### src/rtl/seq_divider_unit.sv
// seq_divider_unit: sequential signed/unsigned integer divider.
// Non-restoring iteration retires one quotient bit per cycle. Valid/ready
// handshakes on request and result. Divide-by-zero and signed MIN / -1
// produce fixed results and set a flag.
module seq_divider_unit #(
    parameter int WIDTH = 32
) (
    input  logic             clk,
    input  logic             rst,
    input  logic             req_valid,
    output logic             req_ready,
    input  logic             signed_mode,
    input  logic [WIDTH-1:0] dividend,
    input  logic [WIDTH-1:0] divisor,
    output logic             res_valid,
    input  logic             res_ready,
    output logic [WIDTH-1:0] quotient,
    output logic [WIDTH-1:0] remainder,
    output logic             div_by_zero,
    output logic             overflow
);

    localparam int CNT_W = $clog2(WIDTH) + 1;

    typedef enum logic [2:0] {
        IDLE,
        PREP,
        ITER,
        FIX,
        DONE
    } state_t;

    state_t state;
    state_t state_next;

    logic             mode;       // latched signed_mode
    logic [WIDTH-1:0] acc;        // dividend, then its magnitude, then quotient bits (A)
    logic [WIDTH-1:0] dvs;        // divisor, then its magnitude (D)
    logic [WIDTH:0]   part;       // signed partial remainder (P)
    logic [CNT_W-1:0] cnt;        // remaining iteration steps
    logic             neg_quo;    // quotient must be negated at the end
    logic             neg_rem;    // remainder must be negated at the end
    logic             zero_div;   // accepted divisor was zero
    logic             min_ovf;    // accepted operands were signed MIN / -1

    logic [WIDTH:0]   p_shift;
    logic [WIDTH:0]   p_step;
    logic [WIDTH-1:0] r_mag;

    // One non-restoring step and the final remainder correction.
    always_comb begin
        p_shift = {part[WIDTH-1:0], acc[WIDTH-1]};
        p_step  = part[WIDTH] ? (p_shift + {1'b0, dvs}) : (p_shift - {1'b0, dvs});
        // Corrected remainder lies in [0, D), so WIDTH-bit modular add is exact.
        r_mag   = part[WIDTH] ? (part[WIDTH-1:0] + dvs) : part[WIDTH-1:0];
    end

    // State register.
    always_ff @(posedge clk) begin
        if (rst) begin
            state <= IDLE;
        end else begin
            state <= state_next;
        end
    end

    // Next-state logic; req_ready depends on state only.
    always_comb begin
        state_next = state;
        req_ready  = 1'b0;
        case (state)
            IDLE: begin
                req_ready = 1'b1;
                if (req_valid) begin
                    state_next = PREP;
                end
            end
            PREP: begin
                // Special cases are classified on accept and retired from PREP,
                // giving them a fixed one-cycle result latency.
                if (zero_div || min_ovf) begin
                    state_next = DONE;
                end else begin
                    state_next = ITER;
                end
            end
            ITER: begin
                if (cnt == '0) begin
                    state_next = FIX;
                end
            end
            FIX: begin
                state_next = DONE;
            end
            DONE: begin
                if (res_ready) begin
                    state_next = IDLE;
                end
            end
            default: begin
                state_next = IDLE;
            end
        endcase
    end

    // Operand capture, iteration datapath and registered results.
    always_ff @(posedge clk) begin
        if (rst) begin
            res_valid   <= 1'b0;
            quotient    <= '0;
            remainder   <= '0;
            div_by_zero <= 1'b0;
            overflow    <= 1'b0;
            mode        <= 1'b0;
            acc         <= '0;
            dvs         <= '0;
            part        <= '0;
            cnt         <= '0;
            neg_quo     <= 1'b0;
            neg_rem     <= 1'b0;
            zero_div    <= 1'b0;
            min_ovf     <= 1'b0;
        end else begin
            case (state)
                IDLE: begin
                    if (req_valid) begin
                        mode     <= signed_mode;
                        acc      <= dividend;
                        dvs      <= divisor;
                        zero_div <= (divisor == '0);
                        min_ovf  <= signed_mode
                                    && (dividend == {1'b1, {(WIDTH-1){1'b0}}})
                                    && (divisor == '1);
                    end
                end
                PREP: begin
                    if (zero_div) begin
                        quotient    <= '1;
                        remainder   <= acc;
                        div_by_zero <= 1'b1;
                        overflow    <= 1'b0;
                        res_valid   <= 1'b1;
                    end else if (min_ovf) begin
                        quotient    <= acc;
                        remainder   <= '0;
                        div_by_zero <= 1'b0;
                        overflow    <= 1'b1;
                        res_valid   <= 1'b1;
                    end else begin
                        // |MIN| = 2^(WIDTH-1) still fits WIDTH bits as unsigned.
                        acc     <= (mode && acc[WIDTH-1]) ? -acc : acc;
                        dvs     <= (mode && dvs[WIDTH-1]) ? -dvs : dvs;
                        neg_quo <= mode && (acc[WIDTH-1] ^ dvs[WIDTH-1]);
                        neg_rem <= mode && acc[WIDTH-1];
                        part    <= '0;
                        cnt     <= CNT_W'(WIDTH - 1);
                    end
                end
                ITER: begin
                    part <= p_step;
                    acc  <= {acc[WIDTH-2:0], ~p_step[WIDTH]};
                    cnt  <= cnt - CNT_W'(1);
                end
                FIX: begin
                    quotient    <= neg_quo ? -acc : acc;
                    remainder   <= neg_rem ? -r_mag : r_mag;
                    div_by_zero <= 1'b0;
                    overflow    <= 1'b0;
                    res_valid   <= 1'b1;
                end
                DONE: begin
                    if (res_ready) begin
                        res_valid <= 1'b0;
                    end
                end
                default: begin
                end
            endcase
        end
    end

endmodule

### config.mk
export PLATFORM = sky130hd
export DESIGN_NAME = seq_divider_unit
export DESIGN_NICKNAME = d
export VERILOG_FILES = /design/src/rtl/seq_divider_unit.sv
export SDC_FILE = /design/constraint.sdc
export NUM_CORES = 1
export LEC_CHECK = 0
export ABC_AREA = 1
export CAP_MARGIN = 20
export CORE_MARGIN = 2
export CORE_UTILIZATION = 45
export DETAILED_ROUTE_END_ITERATION = 10
export PLACE_DENSITY = 0.74
export REMOVE_ABC_BUFFERS = 1
export SLEW_MARGIN = 15
export SYNTH_ARGS = -nofsm -noshare
export SYNTH_HDL_FRONTEND = slang
export SYNTH_SLANG_ARGS = --single-unit
### constraint.sdc
create_clock -name clk -period 5.5 [get_ports clk]
set_input_delay 1.1 -clock clk [delete_from_list [all_inputs] [get_ports clk]]
set_output_delay 1.1 -clock clk [all_outputs]
set_load 0.05 [all_outputs]
Yosys cells after proc, flatten, opt, wreduce, memory -nomap -nowiden
Cells that the tools add are included.
{ "totals": {"reg_bits": 178, "mem_bits_rw": 0, "latchBits": 0, "mem_count": 0, "wordCells": 103, "rom_bits": 0} }
{ "op_classes": {"mul": 0, "div": 0, "reduce_logical": 22, "n_eq_ne": 14, "n_addsub": 7, "n_mux": 41, "magnitude_cmp": 0, "bitwise_logic": 4, "shifts": 0} }
{ "op_table": {"columns": ["operator", "count"], "rows": [
  ["$mux W32", 15],
  ["$pmux W32 S2", 3],
  ["$mux W33", 3],
  ["$neg A32 Y32", 3],
  ["$pmux W32 S3", 1],
  ["$pmux W33 S2", 1],
  ["$eq A32 B32 Y1 const B", 2],
  ["$add A33 B32 Y33", 1],
  ["$sub A33 B32 Y33", 1],
  ["$add A32 B32 Y32", 1],
  ["$logic_not A32 Y1", 1],
  ["$pmux W3 S5", 1],
  ["$ne A2 B2 Y1 const B", 7],
  ["$mux W3", 4],
  ["$mux W6", 2],
  ["$pmux W6 S2", 1],
  ["$reduce_and A3 Y1", 4],
  ["$reduce_and A5 Y1", 2],
  ["$mux W1", 7],
  ["$eq A3 B2 Y1 const B", 2],
  ["$logic_not A6 Y1", 1],
  ["$reduce_bool A2 Y1", 3],
  ["$reduce_bool A3 Y1", 2],
  ["$sub A6 B1 Y6 const B", 1],
  ["11 further kinds", 19]
]} }

Logic depth before layout (Yosys ltp)
{ "logic_depth": {"depth_word": 5, "ltp_mapped": 28} }

Least setup slack after synthesis
No wires, ideal clock.
{ "synth_path": {"path_kind": "register -> register", "from": "register dvs[1]", "to": "register part[32]", "n_path_buf": 0, "path_stages_with_launch": 29, "slack_ps": 1941, "required_time_ps": 5430, "t_arrival_ps": 3489, "setup_ps": 70, "cell_sequence": "dfxtp_1 inv_2 ha_1 nand3_2 nor2_4 nand4_2 nor2_2 nand2_1 nor2_2 nand2_2 nor3_2 inv_2 nor2_2 inv_2 o21ai_2 nand3_1 nand2_1 ha_1 nand2_1 o21ai_0 inv_1 nor2_1 a2111oi_0 o31ai_1 a31oi_1 inv_1 nand2_1 nand3_1 a21oi_1"} }
{ "synth_via": {"elab_chain_len": 3, "word_cells_on_any_way": 4, "classes_between": "add/sub: 2; mux: 2"} }
{ "synth_lines": {"columns": ["element", "line", "text"], "rows": [
  ["from (decl)", "38", "logic [WIDTH-1:0] dvs;"],
  ["from (signal assigned)", "129", "dvs <= divisor;"],
  ["from (signal assigned)", "152", "dvs <= (mode && dvs[WIDTH-1]) ? -dvs : dvs;"],
  ["$sub A33 B32 Y33 / $add A33 B32 Y33 (equally long branches)", "53", "p_step = part[WIDTH] ? (p_shift + {1'b0, dvs}) : (p_shift - {1'b0, dvs});"],
  ["$mux W33 *", "53", null],
  ["$pmux W33 S2 *", "124", "case (state)"],
  ["to (signal assigned)", "160", "part <= p_step;"],
  ["to (decl)", "39", "logic [WIDTH:0] part;"]
]} }
Mark *: on every way between the ends. The rest lies on a longest branch, timed or not.
A chain may end at the register's enable or synchronous reset.

Final worst setup path
{ "layout_path": {"from": "register dvs[1]", "to": "register acc[0]"} }
{ "layout_via": {"elab_chain_len": 4, "word_cells_on_any_way": 5, "classes_between": "add/sub: 2; mux: 2; bitwise: 1"} }
{ "layout_lines": {"columns": ["element", "line", "text"], "rows": [
  ["$sub A33 B32 Y33 / $add A33 B32 Y33 (equally long branches)", "53", null],
  ["$mux W33 *", "53", null],
  ["$not A1 Y1 *", "161", "acc <= {acc[WIDTH-2:0], ~p_step[WIDTH]};"],
  ["$pmux W32 S3 *", "124", null],
  ["to (signal assigned)", "128", "acc <= dividend;"],
  ["to (signal assigned)", "151", "acc <= (mode && acc[WIDTH-1]) ? -acc : acc;"],
  ["to (signal assigned)", "161", null],
  ["to (decl)", "37", "logic [WIDTH-1:0] acc;"]
]} }
Marks and branches as above.

==> flow_summary.toml <==
[routing]
detail_route.wl_per_cell_um = 17.4
wirelength_mm = 51.7
ant_nets = 0
drc = 0
drtIter0Drc = 1623
vias_per_cell = 5.69
vias = 16890
first_pass_iters = 7

[clock_network]
clock_latency_ns = 0.46
clk_path_buf_depth = 2
numCtsBuffers = 17
cts_setup_buffers = 0
clk_pin_slew_ns = 0.07
cts_max_level = 4
cts_root_buffer = "clkbuf_16"
cts_tree = "yes"
cts_resized = 0
cts_num_sinks = 178
ctsHoldBuffers = 0

[yosys]
syn_area_sq_um = 15100
synth_seq_cells = 178
yosys-top-cells-area = "dfxtp_1 (24%), nand2_1 (15%), a21oi_1 (8.5%)"
synth_top_flop_cell = "dfxtp_1"
postSynthAreaPerCell_sq_um = 6.16
ys.warnings.count = 0
syn_inst = 2442
synth_cell_type_count = 60
yosysSeqAreaShare_pct = 23.7
synth_common_cells = "nand2_1 (600), inv_1 (272), a21oi_1 (257)"
synth_edf_count = 0
synthArstFlopShare_pct = 0
synth_most_common_cell = "nand2_1"
synth_top_area_cell = "dfxtp_1"
synth.top_cell.area_share_pct = 23.7

[floorplanning]
core_area_sq_um = 32700
io_pins = 137
initial_utilization_pct = 46.0
die-area_sq_um = 34900
die_w_um = 187
die_h_um = 187
rows = 66

[critical_path]
crit_fanout = 6
cp_data_arrival_time_ns = 4.58
start_kind = "register"
cp.required_ns = 5.89
crit_path_frequent_cell = "nand2_1"
cp_num_buf_inv = 5
critPathSlowestCell = "dfxtp_1"
worst-setup-path-type = "reg2reg"
max_stage_delay_ns = 0.38
cp-end-kind = "register"
crit_family = "simple AND/OR/NAND/NOR gates"

[timing]
rsz0062_at_grt = "no"
setup_tns_ns = 0
skew_ns = 0.0151
finalSetupViolCount = 0
finalHoldViolations = 0
finalMaxSlewViolations = 0
finalCriticalPeriod_ns = 4.20
clock.fmax_mhz = 238
worstMarginPinSlew_ns = 1.14
period_share_pct = 76.3
slew_headroom_pct = 24.2

[global_route]
grt_start_max_net_pins = 68
grt_pass1_wl_mm = 82.3
grt_pass1_vias = 15525
antenna_found_initial = 0
grt_overflow = 0
track_usage_pct = 29.1

[place]
portBuffers = 136
dp_hpwl_mm = 40.4
placedCellCount = 2937
placed_area_sq_um = 16700
routabilityCongestion = 0.937

[final_layout]
synthToLayoutAreaGrowth_pct = 14.9
final_cell_count_no_fill = 2969
antenna_cells = 0
drive_gt1_share_pct = 7.52
fin_nets = 2653
final_core_util_pct = 52.9
final_area_sq_um = 17300

[worst_hold_path]
hp-class = "reg2reg"

[flow_run]
cap_violations = 0

[run_status]
status = "finished, final reports clean"
[metrics by stage]
| stage | worst slack [ns] | hold slack [ns] |
|---|---|---|
| 3_5_place_dp | 1.36 | 0.462 |
| 4_1_cts | 1.34 | 0.473 |
| 3_3_place_gp | 1.47 | 0.456 |
| 5_1_grt | 0.834 | 0.501 |
| 6_report | 1.30 | 0.475 |
| 2_1_floorplan | 1.10 | 0.442 |
[cell usage in the layout, fill, tap and decap left out, types with 23 or more instances in the layout]
cell | Yosys | layout
nand2_1 | 600 | 600
inv_1 | 272 | 272
a21oi_1 | 257 | 257
nand3_1 | 190 | 190
dfxtp_1 | 178 | 177
nor2_1 | 169 | 167
o21ai_0 | 163 | 163
clkdlybuf4s50_1 | 0 | 135
ha_1 | 68 | 68
a22oi_1 | 52 | 52
nand4_1 | 41 | 41
or2_2 | 33 | 33
xor2_1 | 31 | 31
nor2_2 | 22 | 23
[logic make-up (layout without fill, tap and decap cells)]
family / after synthesis / in the layout / share of synthesized area, %
xor+xnor: 40 / 40 / 2.33
flops: 178 / 178 / 23.7
simple gates: 1172 / 1172 / 35.6
compound gates: 584 / 584 / 22.4
fa+ha+maj: 70 / 70 / 5.92
buf+inv: 398 / 483 / 10.1
[worst paths after layout]
check	to	cells past startpoint	start	slack [ns]
max	acc[0]$_SDFFE_PP0P_	28	dvs[1]$_SDFFE_PP0P_	1.30
min	quotient[13]$_SDFFE_PP0P_	2	quotient[13]$_SDFFE_PP0P_	0.47
max reg2reg	acc[0]$_SDFFE_PP0P_	28	dvs[1]$_SDFFE_PP0P_	1.30
min reg2reg	quotient[13]$_SDFFE_PP0P_	2	quotient[13]$_SDFFE_PP0P_	0.47
[flip-flops by register name, indices dropped and copies added (netlist names)]
| register | count |
|---|---|
| mode | 1 |
| acc | 32 |
| neg_rem | 1 |
| zero_div | 1 |
| min_ovf | 1 |
| overflow | 1 |
| quotient | 32 |
| remainder | 32 |
| cnt | 6 |
| dvs | 32 |
| part | 33 |
| neg_quo | 1 |
| div_by_zero | 1 |
| state | 3 |
| res_valid | 1 |
[routing by layer]
layer	global-route usage (%)	vias to the layer above	part of all wire, %
li1	-	8377	-
met1	38.3	7701	43
met2	49.2	733	47
met3	4.73	79	7.8
met4	8.03	0	2.4
met5	0	-	0
[area by class of cell]
class / instances / area (sq um)
fillers: 3317 / 15400
multi-input cells: 1866 / 9970
flip-flops and latches: 178 / 3560
repair buffers: 156 / 1510
inverters: 295 / 1110
well taps: 442 / 553
clock buffers: 20 / 447
clock inverters: 12 / 143
[tightest hold or removal path, cell delays in order, from the launching register on]
cell	delay, ns
dfxtp_1	0.32
nand2_1	0.06
a21oi_1	0.05
Power is left out: the tool's default activity adds up to more than one toggle a clock period on the data nets, which glitch-free logic cannot reach.
